===== config.mk =====
export PLATFORM = sky130hd
export DESIGN_NAME = spi_flash_reader
export DESIGN_NICKNAME = d
export VERILOG_FILES = /design/src/rtl/spi_flash_reader.sv
export SDC_FILE = /design/constraint.sdc
export NUM_CORES = 1
export LEC_CHECK = 0
export ABC_CLOCK_PERIOD_IN_PS = 2300
export BUFFER_PORTS_ARGS = -buffer_cell sky130_fd_sc_hd__buf_2
export CAP_MARGIN = 20
export CORE_ASPECT_RATIO = 1.2
export CORE_MARGIN = 2
export CORE_UTILIZATION = 35
export CTS_CLUSTER_SIZE = 14
export DETAILED_ROUTE_END_ITERATION = 10
export SYNTH_ARGS = -nofsm -noshare
export SYNTH_HDL_FRONTEND = slang
export SYNTH_SLANG_ARGS = --single-unit

===== constraint.sdc =====
create_clock -name clk -period 2.3 [get_ports clk]
set_input_delay 0.115 -clock clk [delete_from_list [all_inputs] [get_ports clk]]
set_output_delay 0.115 -clock clk [all_outputs]
set_load 0.02 [all_outputs]

===== src/rtl/spi_flash_reader.sv =====
`default_nettype none
// ============================================================================
// Module   : spi_flash_reader
// Brief    : SPI mode-0 flash read engine. After EOS it drives the CCLK
//            priming pulses, then serves READ transactions. Optional macro
//            SPI_FLASH_FAST_READ_EN selects FAST READ (0x0B + 8 dummy clocks).
// Revision : 1.0 - initial release
// ============================================================================
module spi_flash_reader #(
    parameter int CLK_DIV = 2,
    parameter int LEN_W   = 16
) (
    input  logic             clk,
    input  logic             rst_n,
    input  logic             eos,
    input  logic             start,
    input  logic [23:0]      addr,
    input  logic [LEN_W-1:0] len,
    output logic             ready,
    output logic [7:0]       rd_data,
    output logic             rd_valid,
    output logic             done,
    output logic             cclk,
    output logic             cs_n,
    output logic             mosi,
    input  logic             miso
);

`ifdef SPI_FLASH_FAST_READ_EN
    localparam logic [7:0] c_opcode = 8'h0B;
`else
    localparam logic [7:0] c_opcode = 8'h03;
`endif
    localparam logic [7:0]   c_div_last = 8'(CLK_DIV - 1);
    localparam logic [LEN_W:0] c_byte_one = (LEN_W+1)'(1);

    typedef enum logic [3:0] {
        WAIT_EOS, PRIME, IDLE, CMD, ADDR, DUMMY, DATA, DESEL
    } state_t;

    state_t           r_state, w_state_nxt;
    logic [7:0]       r_div;
    logic             r_eos_meta, r_eos_sync;
    logic             r_cclk, r_cs_n, r_ready, r_valid, r_done;
    logic [31:0]      r_sh;
    logic [7:0]       r_rx;
    logic [4:0]       r_bit;
    logic [LEN_W-1:0] r_len;
    logic [LEN_W:0]   r_byte;

    logic       w_tick, w_clocking, w_rise, w_fall, w_phase_end, w_last_byte;
    logic [4:0] w_bit_lim;

    assign w_tick      = (r_div == c_div_last);
    assign w_clocking  = (r_state == PRIME) || (r_state == CMD) || (r_state == ADDR) ||
                         (r_state == DUMMY) || (r_state == DATA);
    assign w_rise      = w_tick && w_clocking && !r_cclk;
    assign w_fall      = w_tick && w_clocking && r_cclk;
    assign w_phase_end = w_fall && (r_bit == w_bit_lim);
    // Byte counter is one bit wider than len so a full 2^LEN_W read terminates.
    assign w_last_byte = (r_byte == ({1'b0, r_len} + c_byte_one));

    always_comb begin
        w_bit_lim = 5'd8;
        case (r_state)
            PRIME:   w_bit_lim = 5'd3;
            ADDR:    w_bit_lim = 5'd24;
            default: w_bit_lim = 5'd8;
        endcase
    end

    always_ff @(posedge clk or negedge rst_n) begin
        if (!rst_n) r_state <= WAIT_EOS;
        else        r_state <= w_state_nxt;
    end

    always_comb begin
        w_state_nxt = r_state;
        case (r_state)
            WAIT_EOS: if (r_eos_sync)  w_state_nxt = PRIME;
            PRIME:    if (w_phase_end) w_state_nxt = IDLE;
            IDLE:     if (start)       w_state_nxt = CMD;
            CMD:      if (w_phase_end) w_state_nxt = ADDR;
`ifdef SPI_FLASH_FAST_READ_EN
            ADDR:     if (w_phase_end) w_state_nxt = DUMMY;
            DUMMY:    if (w_phase_end) w_state_nxt = DATA;
`else
            ADDR:     if (w_phase_end) w_state_nxt = DATA;
`endif
            DATA:     if (w_phase_end && w_last_byte) w_state_nxt = DESEL;
            // First DESEL tick raises cs_n; four more ticks give two full CCLK periods.
            DESEL:    if (w_tick && (r_bit == 5'd4)) w_state_nxt = IDLE;
            default:  w_state_nxt = WAIT_EOS;
        endcase
    end

    always_ff @(posedge clk or negedge rst_n) begin
        if (!rst_n) begin
            r_div      <= '0;
            r_eos_meta <= 1'b0;
            r_eos_sync <= 1'b0;
            r_cclk     <= 1'b0;
            r_cs_n     <= 1'b1;
            r_ready    <= 1'b0;
            r_valid    <= 1'b0;
            r_done     <= 1'b0;
            r_sh       <= '0;
            r_rx       <= '0;
            r_bit      <= '0;
            r_len      <= '0;
            r_byte     <= '0;
        end else begin
            r_eos_meta <= eos;
            r_eos_sync <= r_eos_meta;
            r_valid    <= 1'b0;
            r_done     <= (r_state == DESEL) && (w_state_nxt == IDLE);
            r_ready    <= (w_state_nxt == IDLE);

            // Divider restarts on leaving IDLE so cs_n leads the first edge by a half-period.
            if ((r_state == WAIT_EOS) || (r_state == IDLE) || w_tick) r_div <= '0;
            else                                                     r_div <= r_div + 8'd1;

            if (w_rise)      r_cclk <= 1'b1;
            else if (w_fall) r_cclk <= 1'b0;

            if (r_state == IDLE)                           r_bit <= '0;
            else if (w_phase_end)                          r_bit <= '0;
            else if (w_rise || ((r_state == DESEL) && w_tick)) r_bit <= r_bit + 5'd1;

            if ((r_state == IDLE) && start) begin
                r_sh   <= {c_opcode, addr};
                r_len  <= len;
                r_byte <= '0;
                r_cs_n <= 1'b0;
            end else begin
                if (w_fall) r_sh <= {r_sh[30:0], 1'b0};
                if ((r_state == DESEL) && w_tick) r_cs_n <= 1'b1;
            end

            if (w_rise && (r_state == DATA)) begin
                r_rx <= {r_rx[6:0], miso};
                if (r_bit == 5'd7) begin
                    r_valid <= 1'b1;
                    r_byte  <= r_byte + c_byte_one;
                end
            end
        end
    end

    assign ready    = r_ready;
    assign rd_data  = r_rx;
    assign rd_valid = r_valid;
    assign done     = r_done;
    assign cclk     = r_cclk;
    assign cs_n     = r_cs_n;
    assign mosi     = r_sh[31];

endmodule
`default_nettype wire


==> summary.md <==
| Metric | Value |
|---|---|
| Status | completed |
| Required time worst endpoint | 2540 ps |
| Buffers on Ports | 58 |
| Largest net degree at the start of global routing | between 60 and 70 |
| Worst-path clk slew | 60 ps |
| Max VDD drop | 0.000277 V |
| Setup-failing EPs final | 0 |
| Pleak | 0.00266 uW |
| Post-layout minimum cycle time | ~2100 ps |
| Share of the synthesized area in the top cell type | 0.471 |
| Yosys cell types | 59 |
| Vias in the first global route | just over 4000 |
| N_diodes | 0 |
| Io pins | 59 |
| Clock network power share | 0.388 |
| Post-synth ARST share | 1.00 |
| Worst-Skew Late Latency | 350 ps |
| Die area | approximately 16000 um2 |
| Layout area overhead | 24.9% |
| Global-route wire length before repair | 19000 um |
| DR iter-0 viols | 190 |
| Vias | around 4000 |
| Sequential power share | 0.477 |
| Worst Setup Slack post-DPL | 100 ps |
| CTS root buf | clkbuf_16 |
| Synth warn | 0 |
| Site Rows | 48 |
| Layout Nets | 666 |
| Final TNS setup | 0 ps |
| Pre-antenna DRT Iters | 4 |
| Syn nets | 567 |
| Cell taking the most area after synthesis | dfrtp_1 |
| Via density | 5.08 |
| DP HPWL | 7770 um |
| Clock Tree Buf Depth | 2 |
| Fin. max-slew vios | 0 |
| P_int | 2960 uW |
| GRT Util Overall | 0.153 |
| Critical path type | flip-flop to flip-flop |
| Cell Chain, Critical Path | buf_4 -> nor4b_2 -> mux2i_1 -> nor4b_4 -> nand3b_1 -> a22oi_1 -> nor4bb_1 |
| Synthesized area | 5100 um2 |
| # clock sinks | 97 |
| Max-cap violation count | 0 |
| Die Span Y | 136 um |
| Slowest CP cell | dfrtp_1 |
| FMAX | 468 MHz |
| Commonest non-fill, non-tap cells in the layout | 96 x dfrtp_1, 92 x nand2_1, 57 x buf_2 |
| Synth top area cells | dfrtp_1 47%, mux2i_1 7.6%, nand2_1 6.8% |
| Grt total ovfl | 0 |
| Crit path launch type | flip-flop |
| Critical path peak fanout | 14 |
| Worst EP arrival | 2380 ps |
| Mean Syn Cell Area | 9.89 um2 |
| Switching part of the total power | 0.257 |
| PnR worst setup slack | 163 ps |
| Tcrit/Tclk final | 0.929 |
| FF+latch count, synth | 97 |
| P_sw | 1030 uW |
| PwrDens | 626 nW/um2 |
| CTS tree | yes |
| Worst relative slew slack | 0.469 |
| Final Hold Viols | 0 |
| Number of CTS-inserted buffers | 9 |
| Seq/Total Area, Yosys | 0.476 |
| Die width | 114 um |
| Initial Utilization | 0.357 |
| DRC | 0 |
| Worst setup EP type | flip-flop |
| Routed WL | 11300 um |
| Clock skew | approximately 9.7 ps |
| Antenna violations before repair | 0 |
| Hold Path Class | input pin to flip-flop |
| Top_reg_cell synth | dfrtp_1 |
| Comb pwr share | 0.135 |
| Max stage delay on crit path | 390 ps |
| Post-synth EDFFs | 0 |
| Average wire per standard cell | between 10 and 15 um |
| RSZ-0062 raised after global routing | no |
| Fillers | approximately 1400 |
| Most common cell after layout, fill and taps aside | dfrtp_1 |
| Core ar. | ~14000 um2 |
| Gate Count Post-Synth | 516 |
| H-tree depth reported by CTS | 3 |
| Antenna Nets Post-Route | 0 |
| Placer Congestion | 0.830 |
| Fraction of layout instances using a drive strength above 1 | 0.203 |
| Final Power | 3990 uW |
| Slew of the pin with the lowest slew margin | between 700 and 800 ps |
synthesized netlist by cell type, drive strengths merged, types with 6 or more instances:
cell type  count
nor2          39
nand3         16
xnor2         19
nor3          14
o31ai          8
ha             6
clkbuf        15
inv            8
a21oi          9
o21ai         36
o211ai         8
nand2         93
xor2          17
buf           13
mux2           8
mux2i         39
nand4         18
dfrtp         96
metrics by stage:
step	utilization	hold slack [ps]	instances	instance area, um2
after floorplan	-	-181	516	5100
after global placement	0.393	229	736	5620
after global routing	0.446	35.8	795	6370
after CTS	0.444	10.3	794	6350
after detailed placement	0.393	226	736	5620
final	0.446	20.4	795	6370
final cells by class:
type / instances / area, um2 / share of cell area
clock inverter: 4 / 51.3 / 0.00805
timing repair buffer: 116 / 871 / 0.137
clock buffer: 12 / 256 / 0.0403
tap: 175 / 219 / 0.0344
sequential: 97 / 2430 / 0.381
inverter: 8 / 30.0 / 0.00471
multi-input combinational: 383 / 2520 / 0.395
registers in the layout (all words and copies together) (netlist names):
name / flops
cclk: 1
cs_n: 1
done: 1
r_bit: 5
r_byte: 17
r_div: 8
r_eos_meta: 1
r_eos_sync: 1
r_len: 16
r_sh: 32
r_state: 4
rd_data: 8
rd_valid: 1
ready: 1
logic make-up after synthesis:
logic type      synth area share
compound gates            0.0914
fa+ha+maj                 0.0147
other cells             0.000735
flops                      0.476
simple gates               0.226
buf+inv                   0.0353
xor+xnor                  0.0618
mux                       0.0941
power by group through the flow:
stage	Sequential (uW)	Combinational [uW]	Clock [uW]
floorplan	1920	288	0
global placement	1930	455	0
detailed placement	1930	471	0
CTS	1900	529	1600
global route	1920	600	1660
finish	1900	539	1550
critical path, delay by kind of cell, from the launching register on:
kind | cells | cell delay (ps)
AND/OR/NAND/NOR | 4 | 1010
multiplexers | 1 | 160
AO/OA/AOI/OAI | 1 | 290
flip-flops | 1 | 390
buffers and inverters | 1 | 190
what timing repair did:
item | in CTS | in global routing
hold buffers | 42 | 0
setup endpoints to repair | 0 | 5
buffers inserted | 0 | 1
endpoints found under the hold margin | 100 | 0
resized for setup | 0 | 3
layer usage:
metal	track usage	share of wire	vias up
met4	0.0698	0.022	0
met2	0.264	0.50	66
met5	0	0	-
met1	0.188	0.45	1956
met3	0.0259	0.025	15
li1	-	-	2000
final timing paths:
check	depth (start not counted)	slack (ps)	endpoint	start
setup / recovery	7	160	ready$_DFF_PN0_	r_state[1]$_DFF_PN0_
min in group asynchronous	2	380	r_len[9]$_DFFE_PN0P_	rst_n
max in group asynchronous	3	1260	r_bit[3]$_DFFE_PN0P_	rst_n
hold / removal	3	20	r_sh[0]$_DFFE_PN0P_	addr[0]
setup reg to reg	7	160	ready$_DFF_PN0_	r_state[1]$_DFF_PN0_
hold reg to reg	0	350	r_eos_sync$_DFF_PN0_	r_eos_meta$_DFF_PN0_
Note: power is estimated with default switching activity, not from simulation.
